`src/rtl/cpu_pkg.sv`:
```
// Shared CPU definitions: condition-code encodings and NZCV flag / flag-write bit positions.
package cpu_pkg;

    typedef enum logic [3:0] {
        COND_EQ = 4'd0,
        COND_NE = 4'd1,
        COND_CS = 4'd2,
        COND_CC = 4'd3,
        COND_MI = 4'd4,
        COND_PL = 4'd5,
        COND_VS = 4'd6,
        COND_VC = 4'd7,
        COND_HI = 4'd8,
        COND_LS = 4'd9,
        COND_GE = 4'd10,
        COND_LT = 4'd11,
        COND_GT = 4'd12,
        COND_LE = 4'd13,
        COND_AL = 4'd14,
        COND_NV = 4'd15
    } cond_e;

    localparam int FLAG_N = 3;
    localparam int FLAG_Z = 2;
    localparam int FLAG_C = 1;
    localparam int FLAG_V = 0;

    localparam int FW_NZ = 1;
    localparam int FW_CV = 0;

endpackage

```
`src/rtl/cond_check.sv`:
```
// Combinational 16-way condition decode against an NZCV flag vector.
module cond_check
    import cpu_pkg::*;
(
    input  logic [3:0] cond,
    input  logic [3:0] flags,
    output logic       pass
);

    logic n, z, c, v;

    always_comb begin
        n    = flags[FLAG_N];
        z    = flags[FLAG_Z];
        c    = flags[FLAG_C];
        v    = flags[FLAG_V];
        pass = 1'b0;
        case (cond)
            COND_EQ: pass = z;
            COND_NE: pass = ~z;
            COND_CS: pass = c;
            COND_CC: pass = ~c;
            COND_MI: pass = n;
            COND_PL: pass = ~n;
            COND_VS: pass = v;
            COND_VC: pass = ~v;
            COND_HI: pass = c & ~z;
            COND_LS: pass = ~c | z;
            COND_GE: pass = (n == v);
            COND_LT: pass = (n != v);
            COND_GT: pass = ~z & (n == v);
            COND_LE: pass = z | (n != v);
            COND_AL: pass = 1'b1;
            default: pass = 1'b0;
        endcase
    end

endmodule

```
`src/rtl/cond_unit.sv`:
```
// Conditional-execution stage: NZCV register, condition gating of control strobes,
// and the registered hand-off to the next stage with stall/flush.
module cond_unit
    import cpu_pkg::*;
(
    input  logic       clk,
    input  logic       rst_n,
    input  logic       en,
    input  logic       flush,
    input  logic       valid_in,
    input  logic [3:0] cond,
    input  logic [1:0] flag_w,
    input  logic [3:0] alu_flags,
    input  logic       pcs,
    input  logic       reg_w,
    input  logic       mem_w,
    output logic       cond_ex,
    output logic [3:0] flags,
    output logic       valid_out,
    output logic       pc_src,
    output logic       reg_write,
    output logic       mem_write
);

    logic [3:0] flags_q, flags_d;
    logic       valid_q, valid_d;
    logic       pc_src_q, pc_src_d;
    logic       reg_write_q, reg_write_d;
    logic       mem_write_q, mem_write_d;
    logic       pass;
    logic       take;

    cond_check u_cond_check (
        .cond  (cond),
        .flags (flags_q),
        .pass  (pass)
    );

    assign cond_ex = valid_in & pass;
    assign take    = en & ~flush & cond_ex;

    always_comb begin
        flags_d     = flags_q;
        valid_d     = valid_q;
        pc_src_d    = pc_src_q;
        reg_write_d = reg_write_q;
        mem_write_d = mem_write_q;

        // N/Z and C/V halves are written independently so logical ops keep carry/overflow.
        if (take && flag_w[FW_NZ]) begin
            flags_d[FLAG_N] = alu_flags[FLAG_N];
            flags_d[FLAG_Z] = alu_flags[FLAG_Z];
        end
        if (take && flag_w[FW_CV]) begin
            flags_d[FLAG_C] = alu_flags[FLAG_C];
            flags_d[FLAG_V] = alu_flags[FLAG_V];
        end

        if (flush) begin
            valid_d     = 1'b0;
            pc_src_d    = 1'b0;
            reg_write_d = 1'b0;
            mem_write_d = 1'b0;
        end else if (en) begin
            valid_d     = cond_ex;
            pc_src_d    = cond_ex & pcs;
            reg_write_d = cond_ex & reg_w;
            mem_write_d = cond_ex & mem_w;
        end
    end

    always_ff @(posedge clk or negedge rst_n) begin
        if (!rst_n) begin
            flags_q     <= 4'b0000;
            valid_q     <= 1'b0;
            pc_src_q    <= 1'b0;
            reg_write_q <= 1'b0;
            mem_write_q <= 1'b0;
        end else begin
            flags_q     <= flags_d;
            valid_q     <= valid_d;
            pc_src_q    <= pc_src_d;
            reg_write_q <= reg_write_d;
            mem_write_q <= mem_write_d;
        end
    end

    assign flags     = flags_q;
    assign valid_out = valid_q;
    assign pc_src    = pc_src_q;
    assign reg_write = reg_write_q;
    assign mem_write = mem_write_q;

endmodule

```
`config.mk`:
```
export PLATFORM = sky130hd
export DESIGN_NAME = cond_unit
export DESIGN_NICKNAME = d
export VERILOG_FILES = /design/src/rtl/cpu_pkg.sv /design/src/rtl/cond_check.sv /design/src/rtl/cond_unit.sv
export SDC_FILE = /design/constraint.sdc
export NUM_CORES = 1
export LEC_CHECK = 0
export CORE_MARGIN = 2
export CORE_UTILIZATION = 30
export DETAILED_ROUTE_END_ITERATION = 10
export GPL_TIMING_DRIVEN = 0
export PLACE_DENSITY = 0.66
export RECOVER_POWER = 100
export REMOVE_ABC_BUFFERS = 1
export SYNTH_ARGS = -nofsm -noshare
export SYNTH_HDL_FRONTEND = slang
export SYNTH_SLANG_ARGS = --single-unit
```
`constraint.sdc`:
```
create_clock -name clk -period 2.1 [get_ports clk]
set_input_delay 0.525 -clock clk [delete_from_list [all_inputs] [get_ports clk]]
set_output_delay 0.525 -clock clk [all_outputs]
set_load 0.01 [all_outputs]
```
# After elaboration in Yosys (flattened, before gate mapping)
# Cells that the tools add are included.
# classes
reduce_logical	4
mux	9
n_eq_ne	16
n_bitwise	15
# ops
operator	n
$eq 4x4->1 const B	7
$eq 4x3->1 const B	4
$pmux 1 s15	1
$and 1x1->1	8
$eq 4x2->1 const B	2
$mux 1	8
$not 1->1	5
$eq 4x1->1 const B	1
$logic_not 4->1	1
$logic_and 1x1->1	2
$or 1x1->1	2
$reduce_bool 2->1	1
$eq 1x1->1	1
$ne 1x1->1	1
# totals
register_bits	8
inputBits	18
word_cells	50

# Depth between registers and ports, before layout
# Gate-level depths: netlist of run 1.
# depth
word_depth	7
mapped_depth	7

# Modules after synthesis
# A second synthesis of run 1 with hierarchy kept.
# unflattened
cells_unflattened	55
area_unflattened_um2	555.5
# modules_own_cells
module	seq_area_each_um2	area_per_inst_um2	n_inst	cells_per_inst
cond_unit	200.2	361.6	1	27
cond_check	0.0	193.9	1	28

# Worst setup path before layout of run 1
# No wires, ideal clock.
# synth_timing
kind	in2out
from	input port cond[3]
to	output port cond_ex
stages	6
n_path_buf	1
slack_ns	-0.027
arrival_ns	1.602
cell_sequence	clkbuf_1 -> nor4bb_1 -> mux2i_1 -> a311oi_1 -> nor4_2 -> nor2_1
# synth_via
elab_chain_cells	3
word_cells_on_any_way	17
# synth_lines
element	line	rtl
start, declared	cond_unit.sv:11	input logic [3:0] cond,
$eq 4x4->1, or another cell as far along	cond_check.sv:18	case (cond)
$pmux 1 s15 (*)	cond_check.sv:18	
$and 1x1->1 (*)	cond_unit.sv:39	assign cond_ex = valid_in & pass;
end, declared	cond_unit.sv:17	output logic cond_ex,
# Every way passes the cells marked *; elsewhere a longest branch is shown, timed or not.

# Worst setup path in the final report of run 1
# layout_timing
from	input port cond[1]
to	output port cond_ex
# Same word-level chain as after synthesis.

==> run_results.csv, run 1 <==
group,metric,value,unit
status,outcome,"finished with violations",
status,failed_checks,"negative setup slack",
clocking,clk-insertion-delay-late,0.25,ns
power,ir_worst_vdd,0.000581,V
clocking,clkTransAtPathRegs,0.05,ns
detailed_routing,post_drt_wl_per_cell,13.2,um
detailed_routing,routed_via_density,5.09,
clocking,ctsHoldBuffers,0,
synth,syn_avg_cell_area,9.38,sq um
hold_path,min-delay-path-class,"register to register",
sta,number_of_endpoints_failing_setup_at_the_final_stage,1,
synth,post_synth_num_cell_types,27,
run,cap_viol_max_count,0,
detailed_routing,route.vias.total,524,
placement,instance_area_after_placement,793,sq um
sta,max_freq,447,MHz
critical_path,critical_path_arrival,1.71,ns
floorplanning,coreArea,1690,sq um
cells_and_area,fill_cells,158,
cells_and_area,fraction_of_layout_cells_with_a_size_suffix_above_1,26.7,%
floorplanning,initial_core_util,31.1,%
cells_and_area,num-nets-final,106,
synth,ys_seq_area_share,38.1,%
sta,tightest_slew,0.372,ns
power,power.switching_fraction,34.2,%
synth,synth.largest_area_cell,"dfrtp_1",
power,static-leakage-power,0.000397,uW
global_route,busiest_grt_layer,"met2",
sta,hold_viol,0,
detailed_routing,drt_first_pass_iters,4,
sta,final.period_utilization,106,%
global_route,gr-usage-met3,3.57,%
critical_path,timing.critical_path.required,1.57,ns
global_route,maximum_number_of_pins_on_one_net_before_global_route_repair,12,
sta,unrepaired_setup_endpoints_after_global_routing,"true",
sta,finalWorstSetupSlack,-0.136,ns
cells_and_area,multi_input_area,363,sq um
placement,gp_congestion,0.806,
floorplanning,boundaryPins,27,
global_route,grt_first_pass_wirelength,2160,um
synth,synth-seq-cells,8,
global_route,grt.total_usage,14.6,%
sta,maxSlewHeadroom,75.1,%
sta,fin_skew,0.00913,ns
global_route,grt.met2_usage,23.1,%
cells_and_area,finish.instance_area,906,sq um
synth,yosys-top-cells-area,"dfrtp_1 38%, mux2_1 8.6%, nor3b_1 5.7%",
detailed_routing,wl,1360,um
global_route,number_of_antenna_violations_at_the_first_check_in_global_routing,0,
floorplanning,die_width,45.9,um
floorplanning,rows,15,
power,combPwrFrac,53.0,%
detailed_routing,detail-route-antenna-nets,0,
detailed_routing,detailed_route_drc_error_count,0,
critical_path,path_max_fanout,6,
synth,synth.yosys.warnings,0,
synth,ys.flop_type,"dfrtp_1",
clocking,tritoncts,"built",
synth,netlist_area,526,sq um
synth,syn_inst,56,
power,switchingPower,276,uW
global_route,grt_pass1_vias,520,
detailed_routing,detailedRoute.firstIterationViolations,7,
placement,buffer_ports.inserted,26,
global_route,met1_resource_use_gr,17.6,%
cells_and_area,final-seq-area,203,sq um
power,seqPwrFrac,32.8,%
critical_path,critical_path.startpoint_type,"input port",
clocking,cts.root.buffer_cell,"clkbuf_4",
clocking,cts-htree-levels,1,
sta,fin_hold_ws,0.476,ns
power,power-per-cell-area,889,nW/um^2
synth,async_reset_ff_share,100,%
synth,synth_edf_count,0,
power,power.share.clock,14.3,%
synth,synth_largest_type_area_fraction,38.1,%
synth,synthMostInstantiatedCell,"dfrtp_1",
global_route,global_route.overflow_total,0,
sta,min_period,2.24,ns
clocking,clk_path_buf_depth,2,
critical_path,end_kind,"output port",
synth,ys_top_cells_by_count,"8 x dfrtp_1, 4 x mux2_1, 4 x nand2_1, 4 x nor2_1, 4 x nor3b_1",
critical_path,criticalPathCategory,"input port to output port",
sta,report.final.slew_viol_count,0,
clocking,cts_inserted_buffers,3,
power,cellInternalPower,530,uW
cells_and_area,n_antenna_cell,0,
clocking,clock-sinks,8,
cells_and_area,area.growth.synth_to_final,72.4,%
floorplanning,die-height,45.9,um
floorplanning,die-area,2100,sq um
## state kept, by name, indices dropped and copies added (netlist names)
register / flops
pc_src: 1
valid_out: 1
flags: 4
mem_write: 1
reg_write: 1
## routing by layer
layer  routed length [um]  vias to the layer above  share of wire, %
met4                    0                        0                 0
met2                  646                       23                47
met5                    0                        -                 0
met1                  608                      234                45
met3                  107                        0               7.9
li1                     -                      267                 -
## cells in the final DEF (no fill, tap or decap)
cell type / n
mux2_1: 2
mux2_4: 2
nand2_1: 4
clkbuf_4: 3
mux2i_2: 1
nor2b_1: 2
nor4_2: 1
clkdlybuf4s50_1: 15
a311oi_2: 1
a21o_1: 1
a22o_1: 3
o32ai_2: 1
inv_1: 3
buf_2: 2
buf_6: 3
o21ai_0: 2
buf_4: 3
xnor2_2: 1
nor3_1: 1
and3_1: 1
xor2_1: 3
a21oi_1: 2
dfrtp_2: 2
dlygate4sd2_1: 1
nand4_1: 1
nor2_1: 2
nand3b_1: 1
dlygate4sd3_1: 6
a22oi_1: 1
nand3_1: 1
nor3b_1: 4
dfrtp_1: 6
nor4bb_4: 1
a31oi_1: 1
nor2_4: 2
## cell families after synthesis
group           after synthesis  synth area share [%]
mux                           5                  10.5
compound gates               12                  16.2
simple gates                 21                  23.8
xor+xnor                      4                  6.67
flops                         8                  38.1
buf+inv                       6                  4.76
## worst max-delay path: stages
cell and delay [ns]:
dlygate4sd2_1 0.31, nor3b_1 0.08, a21oi_1 0.15, o32ai_2 0.10, nor4_2 0.33, nor2_1 0.07, buf_2 0.14
## cell type report
class	instances	area share, %
repair buffers	30	31.5
inverters	3	1.24
multi-input cells	42	40.1
well taps	17	2.35
clock buffers	3	2.49
flip-flops and latches	8	22.4
## repair_timing
action	in CTS	in global routing
buffers inserted	4	0
pin swaps	5	2
resized for setup	29	11
setup endpoints to repair	9	9
## per-stage QoR
step	std cells	setup TNS, ns	utilization, %	setup slack, ns	total power (uW)
after floorplan	53	0	-	0.120	410
after global placement	96	-5.51	47.0	-1.09	569
after detailed placement	96	-5.89	47.0	-1.13	576
after CTS	103	-0.153	50.9	-0.153	759
after global routing	103	-0.278	53.6	-0.249	862
final	103	-0.136	53.6	-0.136	806
## power by group through the flow
stage	Sequential, uW	Clock (uW)	Combinational, uW
global route	273	127	462
finish	264	115	427
floorplan	267	0	143
detailed placement	261	0	315
global placement	260	0	309
CTS	253	120	385
## path summary, 6_finish.rpt
path / cells after the start / slack (ns) / from / to
hold reg to reg: 1 / 0.48 / valid_out / valid_out
hold / removal: 1 / 0.48 / valid_out / valid_out
min in group asynchronous: 1 / 0.62 / rst_n / pc_src
max in group asynchronous: 1 / 1.18 / rst_n / flags[3]
setup reg to reg: 8 / 0.12 / flags[0] / flags[1]
setup / recovery: 7 / -0.14 / cond[1] / cond_ex
No activity file was read; power rests on OpenSTA's default activity.
==> inputs of run 2 (changes only) <==
ABC_AREA = 0   (was default)
==> results of run 2 <==
The final DEF is identical to that of run 1; final timing and power are the same.
==> inputs of run 3 (changes only) <==
DONT_BUFFER_PORTS = 1   (was default)
PLACE_DENSITY = default   (was 0.66)
==> run_results.csv, run 3 (synthesized netlist as in run 1, its figures left out) <==
group,metric,value,unit
status,outcome,"finished with violations",
status,failed_checks,"negative setup slack",
cells_and_area,layout_commonest_cell,"dfrtp_1",
sta,hold_viol,0,
sta,maxSlewHeadroom,74.1,%
clocking,cts-htree-levels,1,
sta,finalWorstSetupSlack,-0.103,ns
floorplanning,die-height,45.9,um
power,power-per-cell-area,1020,nW/um^2
detailed_routing,drt_first_pass_iters,4,
cells_and_area,fraction_of_layout_cells_with_a_size_suffix_above_1,29.3,%
critical_path,end_kind,"output port",
floorplanning,boundaryPins,27,
cells_and_area,fill_cells,171,
cells_and_area,largest_register_ffs,4,
clocking,clkTransAtPathRegs,0.05,ns
placement,instance_area_after_placement,533,sq um
clocking,clock-sinks,8,
cells_and_area,final_cell_mix,"5 x dfrtp_1, 4 x nand2_1, 4 x nor3b_1",
clocking,cts_inserted_buffers,3,
sta,min_period,2.20,ns
power,ir_worst_vdd,0.000426,V
floorplanning,die_width,45.9,um
detailed_routing,routed_via_density,5.68,
floorplanning,coreArea,1690,sq um
sta,final.period_utilization,105,%
hold_path,min-delay-path-class,"input port to register",
sta,unrepaired_setup_endpoints_after_global_routing,"true",
global_route,grt_first_pass_wirelength,1730,um
floorplanning,rows,15,
global_route,global_route.overflow_total,0,
sta,fin_hold_ws,0.416,ns
detailed_routing,detailedRoute.firstIterationViolations,11,
critical_path,path_max_fanout,4,
detailed_routing,post_drt_wl_per_cell,15.1,um
cells_and_area,num-nets-final,78,
sta,max_freq,454,MHz
detailed_routing,wl,1130,um
critical_path,critical_path.startpoint_type,"register",
critical_path,critical_path_arrival,1.68,ns
global_route,maximum_number_of_pins_on_one_net_before_global_route_repair,12,
run,cap_viol_max_count,0,
placement,dp.final_hpwl,859,um
global_route,grt.total_usage,11.9,%
floorplanning,die-area,2100,sq um
placement,buffer_ports.inserted,0,
critical_path,criticalPathCategory,"register to output port",
floorplanning,initial_core_util,31.1,%
global_route,grt_pass1_vias,408,
detailed_routing,detail-route-antenna-nets,0,
cells_and_area,finish.instance_area,626,sq um
sta,tightest_slew,0.385,ns
detailed_routing,route.vias.total,426,
sta,report.final.slew_viol_count,0,
clocking,tritoncts,"built",
placement,gp_congestion,0.819,
clocking,cts.root.buffer_cell,"clkbuf_4",
global_route,number_of_antenna_violations_at_the_first_check_in_global_routing,0,
clocking,clk_path_buf_depth,2,
sta,fin_skew,0.00189,ns
power,static-leakage-power,0.000260,uW
sta,number_of_endpoints_failing_setup_at_the_final_stage,1,
critical_path,timing.critical_path.required,1.57,ns
cells_and_area,n_antenna_cell,0,
detailed_routing,detailed_route_drc_error_count,0,
cells_and_area,area.growth.synth_to_final,19.0,%
clocking,clk-insertion-delay-late,0.24,ns
==> run 3: changes by cell type in the layout (fill, tap and decap cells not counted), sizes merged <==
| cell | delta |
|---|---|
| clkdlybuf4s50 | -15 |
| buf | -7 |
| dlygate4sd3 | -5 |
| dlygate4sd2 | -1 |
==> run 3: where the power goes <==
part,switching (uW),total (uW),internal [uW]
Combinational,89.5,227,137
Clock,47.7,113,65.1
Sequential,98.3,299,201
Total,235,639,404
==> run 3: critical path, stage by stage (launching register included) <==
cell and delay [ns]:
dfrtp_2 0.46, xnor2_2 0.18, mux2i_1 0.24, a311oi_2 0.12
nor4_2 0.34, nor2_2 0.09
==> run 3: per-layer routing <==
layer / wire length, um / track usage, % / up-vias
met5: 0 / 0 / -
met4: 12 / 8.57 / 0
met3: 149 / 3.97 / 2
met2: 482 / 16.7 / 28
met1: 489 / 15.1 / 186
li1: - / - / 210
==> run 3: through the flow <==
stage                     util [%]  setup WS [ns]  setup TNS (ns)  power, uW  cells
after floorplan                  -          0.120               0        410     53
after global placement        31.6        -0.0841         -0.0841        443     70
after detailed placement      31.6        -0.0686         -0.0686        448     70
after CTS                     34.1        -0.0985         -0.0985        586     75
after global routing          37.0         -0.207          -0.231        683     75
final                         37.0         -0.103          -0.103        639     75
==> run 3: path summary, 6_finish.rpt <==
check | startpoint | depth (start not counted) | end | slack, ns
hold reg to reg | valid_out | 1 | valid_out | 0.55
setup reg to reg | flags[0] | 7 | flags[0] | 0.07
max in group asynchronous | rst_n | 1 | flags[3] | 1.20
setup / recovery | flags[0] | 5 | cond_ex | -0.10
min in group asynchronous | rst_n | 1 | mem_write | 0.62
hold / removal | mem_w | 1 | mem_write | 0.42
==> run 3: what timing repair did <==
| action | in CTS | in global routing |
|---|---|---|
| endpoints found under the setup margin | 1 | 5 |
| setup buffers | 1 | 1 |
| pin swaps | 1 | 5 |
| cloned | 0 | 0 |
| gates resized for setup | 2 | 12 |
| endpoints found under the hold margin | 8 | 0 |
| hold buffers | 1 | 0 |
==> run 3: layout make-up <==
type                    instances  area, sq um  share of cell area (%)
flip-flops and latches          8          204                    32.6
clock buffers                   3         22.5                    3.60
well taps                      17         21.3                    3.40
repair buffers                  2         17.5                    2.80
multi-input cells              42          349                    55.8
inverters                       3         11.3                    1.80
